`config.mk`:
```
export PLATFORM = sky130hd
export DESIGN_NAME = dca_tensor_scalar_divider
export DESIGN_NICKNAME = d
export VERILOG_FILES = /design/src/rtl/dca_tensor_scalar_divider_pkg.sv /design/src/rtl/dca_divider_step.sv /design/src/rtl/dca_tensor_scalar_divider.sv
export SDC_FILE = /design/constraint.sdc
export NUM_CORES = 1
export LEC_CHECK = 0
export CORE_AREA = 5 5 192 194
export DETAILED_ROUTE_END_ITERATION = 12
export DIE_AREA = 0 0 197 199
export MAX_ROUTING_LAYER = met4
export PLACE_DENSITY = 0.5
export SLEW_MARGIN = 20
export SYNTH_ARGS = -nofsm -noshare
export SYNTH_HDL_FRONTEND = slang
export SYNTH_HIERARCHICAL = 1
export SYNTH_SLANG_ARGS = --single-unit
export TNS_END_PERCENT = 20
```
`constraint.sdc`:
```
create_clock -name clk -period 4.97 [get_ports clk]
set_input_delay 0.994 -clock clk [delete_from_list [all_inputs] [get_ports clk]]
set_output_delay 0.994 -clock clk [all_outputs]
set_load 0.01 [all_outputs]
```
`src/rtl/dca_tensor_scalar_divider_pkg.sv`:
```
// Shared constants for the DCA tensor-scalar divider: default data width and FSM encodings.
package dca_tensor_scalar_divider_pkg;

  localparam int TENSOR_BW_INTEGER = 32;
  localparam int DIV_BW_DATA       = TENSOR_BW_INTEGER;

  typedef enum logic [1:0] {
    DIV_IDLE = 2'd0,
    DIV_CALC = 2'd1,
    DIV_DONE = 2'd2
  } div_state_e;

endpackage

```
`src/rtl/dca_divider_step.sv`:
```
// One restoring-division iteration: shift in the next dividend bit, subtract the divisor if it fits.
module dca_divider_step #(
  parameter int BW_DATA = 32
) (
  input  logic [BW_DATA:0]   rem_in,
  input  logic               next_bit,
  input  logic [BW_DATA-1:0] divisor,
  output logic [BW_DATA:0]   rem_out,
  output logic               quotient_bit
);

  logic [BW_DATA+1:0] shifted;
  logic [BW_DATA+1:0] divisor_ext;

  always_comb begin
    shifted      = {rem_in, next_bit};
    divisor_ext  = {2'b00, divisor};
    quotient_bit = (shifted >= divisor_ext);
    // The running remainder never reaches 2*divisor, so the top bit drops out after subtraction
    rem_out      = quotient_bit ? (BW_DATA+1)'(shifted - divisor_ext)
                                : (BW_DATA+1)'(shifted);
  end

endmodule

```
`src/rtl/dca_tensor_scalar_divider.sv`:
```
// Handshaked signed/unsigned restoring divider, one quotient bit per enabled cycle.
module dca_tensor_scalar_divider
  import dca_tensor_scalar_divider_pkg::*;
#(
  parameter int BW_DATA = DIV_BW_DATA
) (
  input  logic               clk,
  input  logic               rstnn,
  input  logic               enable,
  input  logic               input_wvalid,
  output logic               input_wready,
  input  logic               input_is_signed,
  input  logic [BW_DATA-1:0] input_dividend,
  input  logic [BW_DATA-1:0] input_divisor,
  output logic               output_rvalid,
  input  logic               output_rready,
  output logic [BW_DATA-1:0] output_quotient,
  output logic [BW_DATA-1:0] output_remainder,
  output logic               output_div_by_zero
);

  localparam int BW_COUNT = $clog2(BW_DATA) + 1;
  localparam logic [BW_COUNT-1:0] COUNT_INIT = BW_COUNT'(BW_DATA);

  div_state_e         state, state_next;
  logic [BW_COUNT-1:0] count;
  logic [BW_DATA:0]   rem_reg, step_rem;
  logic [BW_DATA-1:0] shift_reg, divisor_mag;
  logic               sign_a, sign_b, step_qbit;
  logic               accept, dividend_neg, divisor_neg;
  logic [BW_DATA-1:0] dividend_abs, divisor_abs;
  logic [BW_DATA-1:0] quot_next, quot_fixed, rem_fixed;

  assign input_wready  = enable & (state == DIV_IDLE);
  assign accept        = input_wvalid & input_wready;
  assign output_rvalid = (state == DIV_DONE);

  // shift_reg starts as |dividend| and fills from the right with quotient bits
  dca_divider_step #(.BW_DATA(BW_DATA)) u_step (
    .rem_in       (rem_reg),
    .next_bit     (shift_reg[BW_DATA-1]),
    .divisor      (divisor_mag),
    .rem_out      (step_rem),
    .quotient_bit (step_qbit)
  );

  always_comb begin
    dividend_neg = input_is_signed & input_dividend[BW_DATA-1];
    divisor_neg  = input_is_signed & input_divisor[BW_DATA-1];
    dividend_abs = dividend_neg ? -input_dividend : input_dividend;
    divisor_abs  = divisor_neg  ? -input_divisor  : input_divisor;
    quot_next    = {shift_reg[BW_DATA-2:0], step_qbit};
    // Truncating division: remainder follows the dividend's sign
    quot_fixed   = (sign_a ^ sign_b) ? -quot_next : quot_next;
    rem_fixed    = sign_a ? -step_rem[BW_DATA-1:0] : step_rem[BW_DATA-1:0];
  end

  always_comb begin
    state_next = state;
    case (state)
      DIV_IDLE: if (accept) state_next = (input_divisor == '0) ? DIV_DONE : DIV_CALC;
      DIV_CALC: if (count == BW_COUNT'(1)) state_next = DIV_DONE;
      DIV_DONE: if (output_rready) state_next = DIV_IDLE;
      default:  state_next = DIV_IDLE;
    endcase
  end

  always_ff @(posedge clk or negedge rstnn) begin
    if (!rstnn) state <= DIV_IDLE;
    else if (enable) state <= state_next;
  end

  always_ff @(posedge clk or negedge rstnn) begin
    if (!rstnn) begin
      count              <= '0;
      rem_reg            <= '0;
      shift_reg          <= '0;
      divisor_mag        <= '0;
      sign_a             <= 1'b0;
      sign_b             <= 1'b0;
      output_quotient    <= '0;
      output_remainder   <= '0;
      output_div_by_zero <= 1'b0;
    end else if (enable) begin
      case (state)
        DIV_IDLE: begin
          if (accept) begin
            sign_a      <= dividend_neg;
            sign_b      <= divisor_neg;
            shift_reg   <= dividend_abs;
            divisor_mag <= divisor_abs;
            rem_reg     <= '0;
            count       <= COUNT_INIT;
            // A zero divisor skips iteration and reports the raw dividend straight away
            if (input_divisor == '0) begin
              output_quotient    <= '1;
              output_remainder   <= input_dividend;
              output_div_by_zero <= 1'b1;
            end
          end
        end
        DIV_CALC: begin
          rem_reg   <= step_rem;
          shift_reg <= quot_next;
          count     <= count - BW_COUNT'(1);
          if (count == BW_COUNT'(1)) begin
            output_quotient    <= quot_fixed;
            output_remainder   <= rem_fixed;
            output_div_by_zero <= 1'b0;
          end
        end
        default: ;
      endcase
    end
  end

endmodule

```
======== Word-level counts from Yosys, hierarchy flattened ========
Index checks and enable logic that the tools add are counted.
operators by class
  $add $sub $neg .......................... 6
  order comparisons ....................... 1
  equal/unequal tests ..................... 7
  mux-type cells .......................... 28
  bitwise operators ....................... 5
  reduce and logical (&&, ||, !) cells .... 7
operators by type and width
  operator                                             number
  2-to-1 mux 32 bit                                    11
  case mux 32 bit (2 select lines)                     3
  negation 32 bit                                      4
  2-to-1 mux 33 bit                                    2
  case mux 33 bit (2 select lines)                     1
  >= comparator 34 x 32 -> 1 bit                       1
  subtractor 33 x 32 -> 33 bit                         1
  zero test 32 bit                                     1
  case mux 6 bit (2 select lines)                      1
  2-to-1 mux 2 bit                                     4
  equality test 6 x 1 -> 1 bit, second input constant  1
  2-to-1 mux 6 bit                                     1
  case mux 2 bit (3 select lines)                      1
  AND reduction 3 bit                                  2
  subtractor 6 x 1 -> 6 bit, second input constant     1
  AND reduction 5 bit                                  1
  bitwise AND 1 bit                                    4
  != test 2 x 1 -> 1 bit, second input constant        2
  != test 2 bit, second input constant                 2
  AND reduction 4 bit                                  1
  2-to-1 mux 1 bit                                     3
  equality test 2 x 1 -> 1 bit, second input constant  1
  equality test 2 bit, second input constant           1
  zero test 2 bit                                      1
  3 further kinds                                      3
word-level totals
  register bits ........................... 172
  word-level logic and storage cells ...... 64

======== Logic depth before layout (Yosys ltp) ========
Gate-level depths: netlist (run 1).
  depth in word-level cells ............... 6
  depth in mapped cells ................... 21

======== By module ========
The synthesis (run 1) kept the hierarchy.
modules (own cells, without submodules)
  module                     times used  cells an instance  area an instance (um2)  seq. area each (um2)
  dca_tensor_scalar_divider  1           1094               9562.9                  4304.1
  dca_divider_step           1           369                2494.9                  0.0

======== Worst setup path before layout (run 1) ========
Ideal clock, no wire load.
  path type ............................... reg2reg
  from .................................... register shift_reg[31]
  to ...................................... register output_remainder[30]
  arrival ................................. 4407 ps
  required time ........................... 4893 ps
  path slack .............................. 486 ps
  stages on the path, launching flop included .. 18
  cell sequence ........................... dfrtp_1 > inv_1 > ha_1 > inv_1 > fa_1 > a211oi_2 > o21ai_2 > a21oi_2 > o311ai_4 > a31o_4 > a41oi_4 > clkbuf_2 > o21ai_0 > nor4_2 > nand4_1 > or4_1 > and3_1 > a21oi_1
on the way
  cells in the longest elaborated chain, start to end .. 6
  elaborated cells between the ends (all ways) .. 7
ends and longest elaborated chain
  what                                                                            line                                            source
  start, declared                                                                 dca_tensor_scalar_divider.sv:28                 logic [BW_DATA-1:0] shift_reg, divisor_mag;
  start signal, assigned                                                          dca_tensor_scalar_divider.sv:90                 shift_reg <= dividend_abs;
  start signal, assigned                                                          dca_tensor_scalar_divider.sv:104                shift_reg <= quot_next;
  subtractor 33 x 32 -> 33 bit or >= comparator 34 x 32 -> 1 bit (tied branches)  dca_divider_step.sv:20, dca_divider_step.sv:18
  2-to-1 mux 33 bit (*)                                                           dca_divider_step.sv:20                          rem_out = quotient_bit ? (BW_DATA+1)'(shifted - divisor_ext)
  via step_rem[6]                                                                 dca_tensor_scalar_divider.sv:27                 logic [BW_DATA:0] rem_reg, step_rem;
  negation 32 bit (*)                                                             dca_tensor_scalar_divider.sv:55                 rem_fixed = sign_a ? -step_rem[BW_DATA-1:0] : step_rem[BW_DATA-1:0];
  2-to-1 mux 32 bit (*)                                                           dca_tensor_scalar_divider.sv:55
  2-to-1 mux 32 bit (*)                                                           dca_tensor_scalar_divider.sv:106                if (count == BW_COUNT'(1)) begin
  case mux 32 bit (2 select lines) (*)                                            dca_tensor_scalar_divider.sv:85                 case (state)
  end signal, assigned                                                            dca_tensor_scalar_divider.sv:97                 output_remainder <= input_dividend;
  end signal, assigned                                                            dca_tensor_scalar_divider.sv:108                output_remainder <= rem_fixed;
  end, declared                                                                   dca_tensor_scalar_divider.sv:18                 output logic [BW_DATA-1:0] output_remainder,
Mark *: on every way through the listed nets, which the timed path passes. The rest lies on a longest branch. The select of a mux whose other input is x is not followed.
A chain may end at the register's enable or synchronous reset.

======== Final worst setup path (run 1) ========
  from .................................... register shift_reg[31]
  to ...................................... register output_remainder[8]
on the way
  cells in the longest elaborated chain, start to end .. 6
  elaborated cells between the ends (all ways) .. 7
ends and longest elaborated chain
  what                              line                              source
  >= comparator 34 x 32 -> 1 bit    dca_divider_step.sv:18            quotient_bit = (shifted >= divisor_ext);
  via step_qbit                     dca_tensor_scalar_divider.sv:29   logic sign_a, sign_b, step_qbit;
  2-to-1 mux 33 bit                 dca_divider_step.sv:20
  via step_rem[0]                   dca_tensor_scalar_divider.sv:27
  negation 32 bit                   dca_tensor_scalar_divider.sv:55
  2-to-1 mux 32 bit                 dca_tensor_scalar_divider.sv:55
  2-to-1 mux 32 bit                 dca_tensor_scalar_divider.sv:106
  case mux 32 bit (2 select lines)  dca_tensor_scalar_divider.sv:85
The timed path passes the listed nets, and every way through them passes these cells. The select of a mux whose other input is x is not followed.

==> results of run 1 <==
-- stage by stage --
stage                     worst slack, ps  setup TNS (ps)  hold slack, ps  utilization [%]  instance area (um2)
after CTS                            26.9               0             487             41.9                14700
after global placement                183               0             457             40.2                14100
final                                 308               0             480             42.1                14800
after detailed placement             52.6               0             471             40.2                14100
after global routing                -94.9           -97.4             504             42.1                14800
after floorplan                       486               0             450                -                12100
-- layer usage --
layer / vias to the layer above / global-route usage, % / wire length, um / part of all wire, %
met1: 5351 / 30.7 / 20400 / 50
met5: - / - / 0 / 0
met3: 25 / 2.93 / 2100 / 5.2
met4: 0 / 4.08 / 479 / 1.2
met2: 319 / 30.5 / 17500 / 43
li1: 5492 / - / - / -
-- Yosys cell counts (17+ instances only) --
library cell and n:
nand2b_1 17, ha_1 38, a31oi_1 34, inv_1 57
nand3_1 29, a21o_1 17, dfrtp_1 172, nor4_1 25
nand2_1 184, a22o_1 30, xor2_1 68, clkbuf_1 59
nor2_1 148, o21ai_0 160, o31ai_1 23, nor3_1 22
a21oi_1 86, xnor2_1 67
-- where the power goes --
group / switching, mW / internal (mW) / total (mW) / leakage [nW]
logic: 5.18 / 3.68 / 8.85 / 3.67
clock network: 0.624 / 0.805 / 1.43 / 0.295
registers: 0.664 / 2.04 / 2.71 / 2.15
total: 6.46 / 6.52 / 13.0 / 6.12
-- kinds of logic after synthesis --
| logic type | Yosys count | share of synthesized area, % |
|---|---|---|
| adder cells (fa/ha/maj) | 39 | 4.11 |
| flip-flops | 172 | 35.7 |
| buffers and inverters | 142 | 4.96 |
| multiplexers | 7 | 0.602 |
| AO/OA/AOI/OAI | 448 | 24.5 |
| XOR/XNOR | 135 | 9.81 |
| AND/OR/NAND/NOR | 520 | 20.4 |
-- tightest hold or removal path, delay by kind of cell, from the launching register on --
kind / cells / cell delay [ps]
flip-flops: 1 / 340
AO/OA/AOI/OAI: 1 / 60
AND/OR/NAND/NOR: 1 / 40
-- worst paths after layout --
path / slack, ps / end / from / cells past startpoint
worst min register to register: 480 / output_remainder[6]$_DFFE_PN0P_ / output_remainder[6]$_DFFE_PN0P_ / 2
max in group asynchronous: 3390 / sign_a$_DFFE_PN0P_ / rstnn / 2
worst min-delay path: 480 / output_remainder[6]$_DFFE_PN0P_ / output_remainder[6]$_DFFE_PN0P_ / 2
worst max register to register: 310 / output_remainder[8]$_DFFE_PN0P_ / shift_reg[31]$_DFFE_PN0P_ / 22
min in group asynchronous: 630 / output_remainder[6]$_DFFE_PN0P_ / rstnn / 1
worst max-delay path: 310 / output_remainder[8]$_DFFE_PN0P_ / shift_reg[31]$_DFFE_PN0P_ / 22
-- cell type report --
type	instances	area, um2
clock buffer	18	429
sequential	172	4310
tap	461	577
inverter	58	218
clock inverter	14	185
multi-input combinational	1149	7240
timing repair buffer	190	1800
fill	3621	20300
==> metrics list, run 1 <==
- Status: complete, no violations
* Count of clock tree sinks: 172
- Syn nets: 1,572
- After detailed placement, the design holds a cell count of 2,030.
* Dominant cells by area after synthesis: dfrtp_1 (36%), o21ai_0 (6.6%), nand2_1 (5.7%)
- In the routed design, unresolved DRC markers number 0.
* Half-perimeter wire length after detailed placement: 31,300 um
- Pre-antenna DRT Iters: 5
- The repair_antennas step left the layout with diodes totalling 0.
- The net count of the finished layout is 1,697.
* Wire length of the first global-routing pass: 62,700 um
- Total wirelength of the detailed-routed design: 40,400 um
- Resize count post-CTS: 0
- CTS Hold Buffers Added: 0
- The region available for standard cell placement spans 35,100 um2.
* Delay contributed by the slowest stage of the critical path: 420 ps
- Cell occurring most often along the worst timing path: inv_1
* Top FF cell, synth: dfrtp_1
- The number of max-slew violations in the final report was 0.
- The post-route netlist has 9.12% of its cells at a drive strength greater than 1.
- Setup violations remaining at the end of the flow were counted as 0.
- The number of antenna violations at the first check in global routing came to 0.
- Cells after synthesis: 1,463
- Power per cell area: 880 nW/um2
* Category of the worst setup path capture point: flop
- Max-cap violations in this run came to 0.
* Combined buffer and inverter count along the critical path: 6
- No sink is reached through more buffers than the 2 on the longest clock path.
- The routed design could run at a clock period as short as 4660 ps.
- Largest net degree at the start of global routing: 96
* Final weighted congestion in routability-driven placement: 0.872
- The count of cells in the finished layout, fillers not included, comes to 2,062.
* Startpoint class of the critical path: flop
- The worst path uses 93.8% of the clock period.
- For this run, the top clock speed supported by timing is 0.215 GHz.
- Clock tree from TritonCTS: built
- The die is 199 um tall.
* Leading cell types in the layout, fill and taps excluded: nand2_1 (183), dfrtp_1 (171), o21ai_0 (157), nor2_1 (148), clkdlybuf4s50_1 (135)
- After synthesis the cells add up to 12,100 um2.
* Remaining global-route overflow: 0
- Die Outline Area: 39,200 um2
* Number of ports placed on the die boundary: 137
- Vias post-DR: 11,200
- Layout Area Growth over Synthesis: 22.4%
- Counting flops and latches in the post-synthesis netlist gives 172.
* Number of global-route vias before repair: 10,700
- After synthesis, the mean cell area works out to 8.24 um2.
* Post-synthesis cell type with the largest combined area: dfrtp_1
- Headroom to the max-slew limit came out at 37.5%.
- Global routing used 20.8% of the available tracks across all layers.
- Final Power: 13.0 mW
- Clock-pin slew was measured on the worst setup and hold paths at 70 ps.
- In this run the remaining antenna-violating nets after routing total 0.
- On the critical path, the stage with the largest delay is an instance of fa_1.
- Die boundary width: 197 um
- Leakage power total: 6.12 nW
- Counting distinct cell types in the post-synthesis netlist gives 84.
- The critical path in this run is classified as flop to flop.
* WL/cell: 19.6 um
- Counting flops with an async set or reset pin after synthesis yields a share of 100%.
* Type of the tightest min-delay check: flop to flop
- Final Hold Vio Count: 0
- Total CTS buffers: 17
* Crit path arrival time: 5040 ps
- Initial standard-cell utilization of the core: 34.4%
* Family with the most delay on the worst path: compound AO/OA/AOI/OAI gates
* Maximum vdd ir drop: 0.000455 V
* Measured slew at the worst slew-check pin: 937 ps
- Unrepaired setup endpoints after global routing: yes
* H-tree Lvls: 4
- Leaving out fill and tap cells, the most frequent cell in the layout is nand2_1.
- For the worst setup path, the data required time is 5340 ps.
- Share of the synthesized area in the top cell type: 35.7%
- The later pin in the worst-skew pair is clocked with a latency of 440 ps.
- The Yosys step of the flow raised 6 warnings.
- During placement, the flow inserted port buffers numbering 136.
* Flip-flop count of the largest register, all copies and words added: 33
- In this run, synthesis inferred 0 flip-flops with an integrated enable.
* Buffers inserted by post-CTS timing repair: 0
- In this run the core area contains 69 standard-cell rows.
* Critical-path cell list: inv_1 > ha_1 > inv_1 > fa_1 > a211oi_2 > o21ai_2 > a21oi_4 > o311ai_4 > a31o_4 > a41oi_4 > buf_4 > inv_2 > buf_4 > a21oi_1 > inv_1 > ha_1 > nor3b_2 > nand2_1 > nand2_1 > xor2_1 > a211oi_1 > a21o_1
- After detailed routing, the number of vias per cell comes to 5.43.
- Sequential fraction of the synthesis area: 35.7%
* 1st-iter DRT viols: 735
* Cell at the root of the clock tree: clkbuf_16
* Final clock skew: 14.5 ps
* Worst Path Max Fanout: 7
Note: power is estimated with default switching activity, not from simulation.
==> run 2, diff against run 1 <==
Clock period 4.97 ns to 5.7 ns, I/O delays scaled along.
==> run 2 against run 1 <==
  * Core utilization fell by 0.93 points
  * Sequential power fell by 13%
  * Global-route usage rose by 0.17 points
  * Highest routed layer unchanged
  * Non-clock buffer count fell by 29
  * Critical path type unchanged
  * Maximum frequency fell by 12%
  * Total power fell by 17%
  * Critical path depth fell by 4
  * Final cell count fell by 1.4%
  * Clock skew fell by 1.8 ps
  * Sequential share of layout area rose by 0.66 points
  * Sequential cell count did not move
==> metrics list, run 2 (synthesis results as in run 1) <==
- The vertical extent of the die came to 199 um (unchanged).
* Leading cell types in the layout, fill and taps excluded: nand2_1 (183), dfrtp_1 (171), o21ai_0 (160), nor2_1 (148), clkdlybuf4s50_1 (135)
* Origin of the worst min-delay path: output_remainder[5]$_DFFE_PN0P_
* Power per cell area: 747 nW/um2 (-15%)
- Average vias per placed instance: 5.51 (+1.5%)
- Total wirelength of the detailed-routed design: 40,400 um (about the same)
* Layout Area Growth over Synthesis: 19.7%
- The cell-internal power is 5.28 mW (-19%).
* H-tree Lvls: 4 (unchanged)
- Largest net degree at the start of global routing: 83 (-14%)
* Number of ports placed on the die boundary: 137 (unchanged)
- The flow ran to the end, and the final reports show no timing, DRC or antenna violations.
* Type of the tightest min-delay check: flop to flop
* Crit share post-route: 92.7% (-1.1 points)
* Cell at the root of the clock tree: clkbuf_16
- Count of clock tree sinks: 172 (unchanged)
- Placed cell areas: 13,800 um2 (-1.7%)
* Fin area: 14,400 um2 (-2.2%)
* Clock tree from TritonCTS: built
- NumNets Final: 1,668 (-1.7%)
- The overall power consumption came to 10.8 mW (-17%).
- The buffers inserted during post-CTS setup optimization came to 0 (unchanged).
* Setup-failing EPs final: 0 (unchanged)
* Final weighted congestion in routability-driven placement: 0.901 (+3.4%)
- Fraction of final layout cells sized beyond drive strength 1: 7.00% (-2.1 points)
- Leakage power total: 5.94 nW (-2.9%)
- Max Clk Rate: 0.189 GHz (-12%)
- Antenna fix cells: 0 (unchanged)
* Fin worst setup slack: 419 ps (+111 ps)
- The worst max-slew margin expressed relative to the limit came to 37.1% (-0.36 points).
- Setup repair after global routing left no endpoint under its margin.
* Combinational fraction of design power: 66.9% (-1.2 points)
- Longest Clk Path Bufs: 2 (unchanged)
- 1st-iter DRT viols: 891 (+21%)
* Total CTS buffers: 17 (unchanged)
- Crit path arrival time: 5630 ps (+590 ps)
* Floorplan Core Area: 35,100 um2 (unchanged)
- Startpoint of the lowest-slack register-to-register path: shift_reg[31]$_DFFE_PN0P_
* Flip-flop count of the largest register, all copies and words added: 33 (unchanged)
- The worst supply voltage drop on vdd came to 0.000281 V (-38%).
- Cell row count: 69 (unchanged)
- The total congestion overflow was 0 (unchanged).
- Final Critical Period: 5280 ps (+619 ps)
* Part of the total power dissipated in the clock network: 11.2% (+0.2 points)
- The worst setup path is of the flop to flop kind.
* Post-layout utilization of the core: 41.2% (-0.93 points)
- The required time of the critical path came to 6050 ps (+710 ps).
- Aggregate negative setup slack: 0 ps (unchanged)
- The number of antenna violations at the first check in global routing was 0 (unchanged).
- The number of port buffers came to 136 (unchanged).
- Start point of the critical path: shift_reg[31]$_DFFE_PN0P_
* Clock-pin slew reported for the worst setup and hold paths after clock tree synthesis: 70 ps (about the same)
- Die Outline Area: 39,200 um2 (unchanged)
* Clock network latency to the later pin of the worst-skew pair: 440 ps (about the same)
- Switching power: 5.50 mW (-15%)
* Placed cell count: 2,001 (-1.4%)
- Number of global-route vias before repair: 10,600 (-1.5%)
- Pins over their slew limit: 0 (unchanged)
- The worst setup path is captured at a flop.
- The via total after detailed routing is 11,200 (+0.11%).
- The count of fill cells added during filler insertion was 3,619 (-0.055%).
* Max_cap viols: 0 (unchanged)
- The overall routing resource usage was 20.9% (+0.17 points).
- The switching power share of the total is 51.0% (+1.3 points).
- Most frequent standard cell in the layout excluding fill and tap cells: nand2_1
- Final clock skew: 12.7 ps (-1.78 ps)
- Worst Path Max Fanout: 22 (+15)
* Number of DRC violations after detailed routing: 0 (unchanged)
- Seq pwr share: 21.9% (+1.1 points)
- The worst slack at placement was 455 ps (+403 ps).
- The remaining antenna violation count after routing was 0 (unchanged).
- Final Hold Vio Count: 0 (unchanged)
- Measured slew at the worst slew-check pin: 933 ps (-4.47 ps)
- Die boundary width: 197 um (unchanged)
* Initial standard-cell utilization of the core: 34.4% (unchanged)
- Worst hold slack: 474 ps (-5.50 ps)
* Cell Count, Final, Fillers Out: 2,033 (-1.4%)
- STA classifies the critical path startpoint as a flop.
- The length of the first detailed-routing pass in iterations is 5 (unchanged).
- The global-route wire length before repair came to 63,000 um (+0.34%).
- The detailed placement HPWL came to 31,200 um (-0.27%).
* WL/cell: 19.9 um (+1.4%)
==> run 2: cell types whose count changed in the layout (fill, tap and decap cells not counted), moves of 3 or more <==
| cell | delta |
|---|---|
| buf_4 | -25 |
| o21ai_0 | +3 |
| o21ai_1 | -3 |
| o41ai_1 | +3 |
| o41ai_2 | -3 |
==> run 2: final timing paths <==
check	end	slack [ps]	depth (start not counted)
min	output_remainder[5]$_DFFE_PN0P_	470	2
min reg2reg	output_remainder[5]$_DFFE_PN0P_	470	2
max reg2reg	output_remainder[26]$_DFFE_PN0P_	420	18
max	output_remainder[26]$_DFFE_PN0P_	420	18
min in group asynchronous	output_remainder[15]$_DFFE_PN0P_	680	1
max in group asynchronous	output_quotient[22]$_DFFE_PN0P_	4000	2
==> run 2: what timing repair did <==
item,in CTS,in global routing
resized for setup,0,1
hold buffers,0,0
endpoints found under the setup margin,0,1
==> run 2: layout make-up <==
| class | instances | area (um2) | area share [%] |
|---|---|---|---|
| multi-input combinational | 1149 | 7190 | 49.8 |
| sequential | 172 | 4310 | 29.8 |
| timing repair buffer | 161 | 1550 | 10.7 |
| tap | 461 | 577 | 4.00 |
| clock buffer | 20 | 457 | 3.16 |
| inverter | 58 | 218 | 1.51 |
| clock inverter | 12 | 138 | 0.954 |
==> run 2: critical path, stage by stage, from the launching register on <==
cell and delay (ps):
dfrtp_1 400, inv_1 70, ha_1 160, inv_1 50, fa_1 420, a211oi_2 290, o21ai_2 120, a21oi_2 280
o311ai_4 140, a31o_4 310, a41oi_4 440, buf_4 320, o21ai_0 310, nor4_1 510, nand4_1 430, o41ai_1 520
xnor2_1 170, nor2_1 60, o21ai_0 170
==> run 2: layer usage <==
metal	track usage, %	up-vias	wire, um
met4	4.01	0	479
met5	-	-	0
li1	-	5432	-
met3	2.57	27	2130
met2	30.2	326	17300
met1	31.7	5414	20500
==> run 2: power by group through the flow <==
stage                     logic (mW)  clock network (mW)  registers (mW)
after CTS                       7.16                1.24            2.36
after global routing            7.94                1.29            2.44
after detailed placement        7.14                   0            2.37
after floorplan                 4.98                   0            2.23
after global placement          7.13                   0            2.36
final                           7.22                1.21            2.36
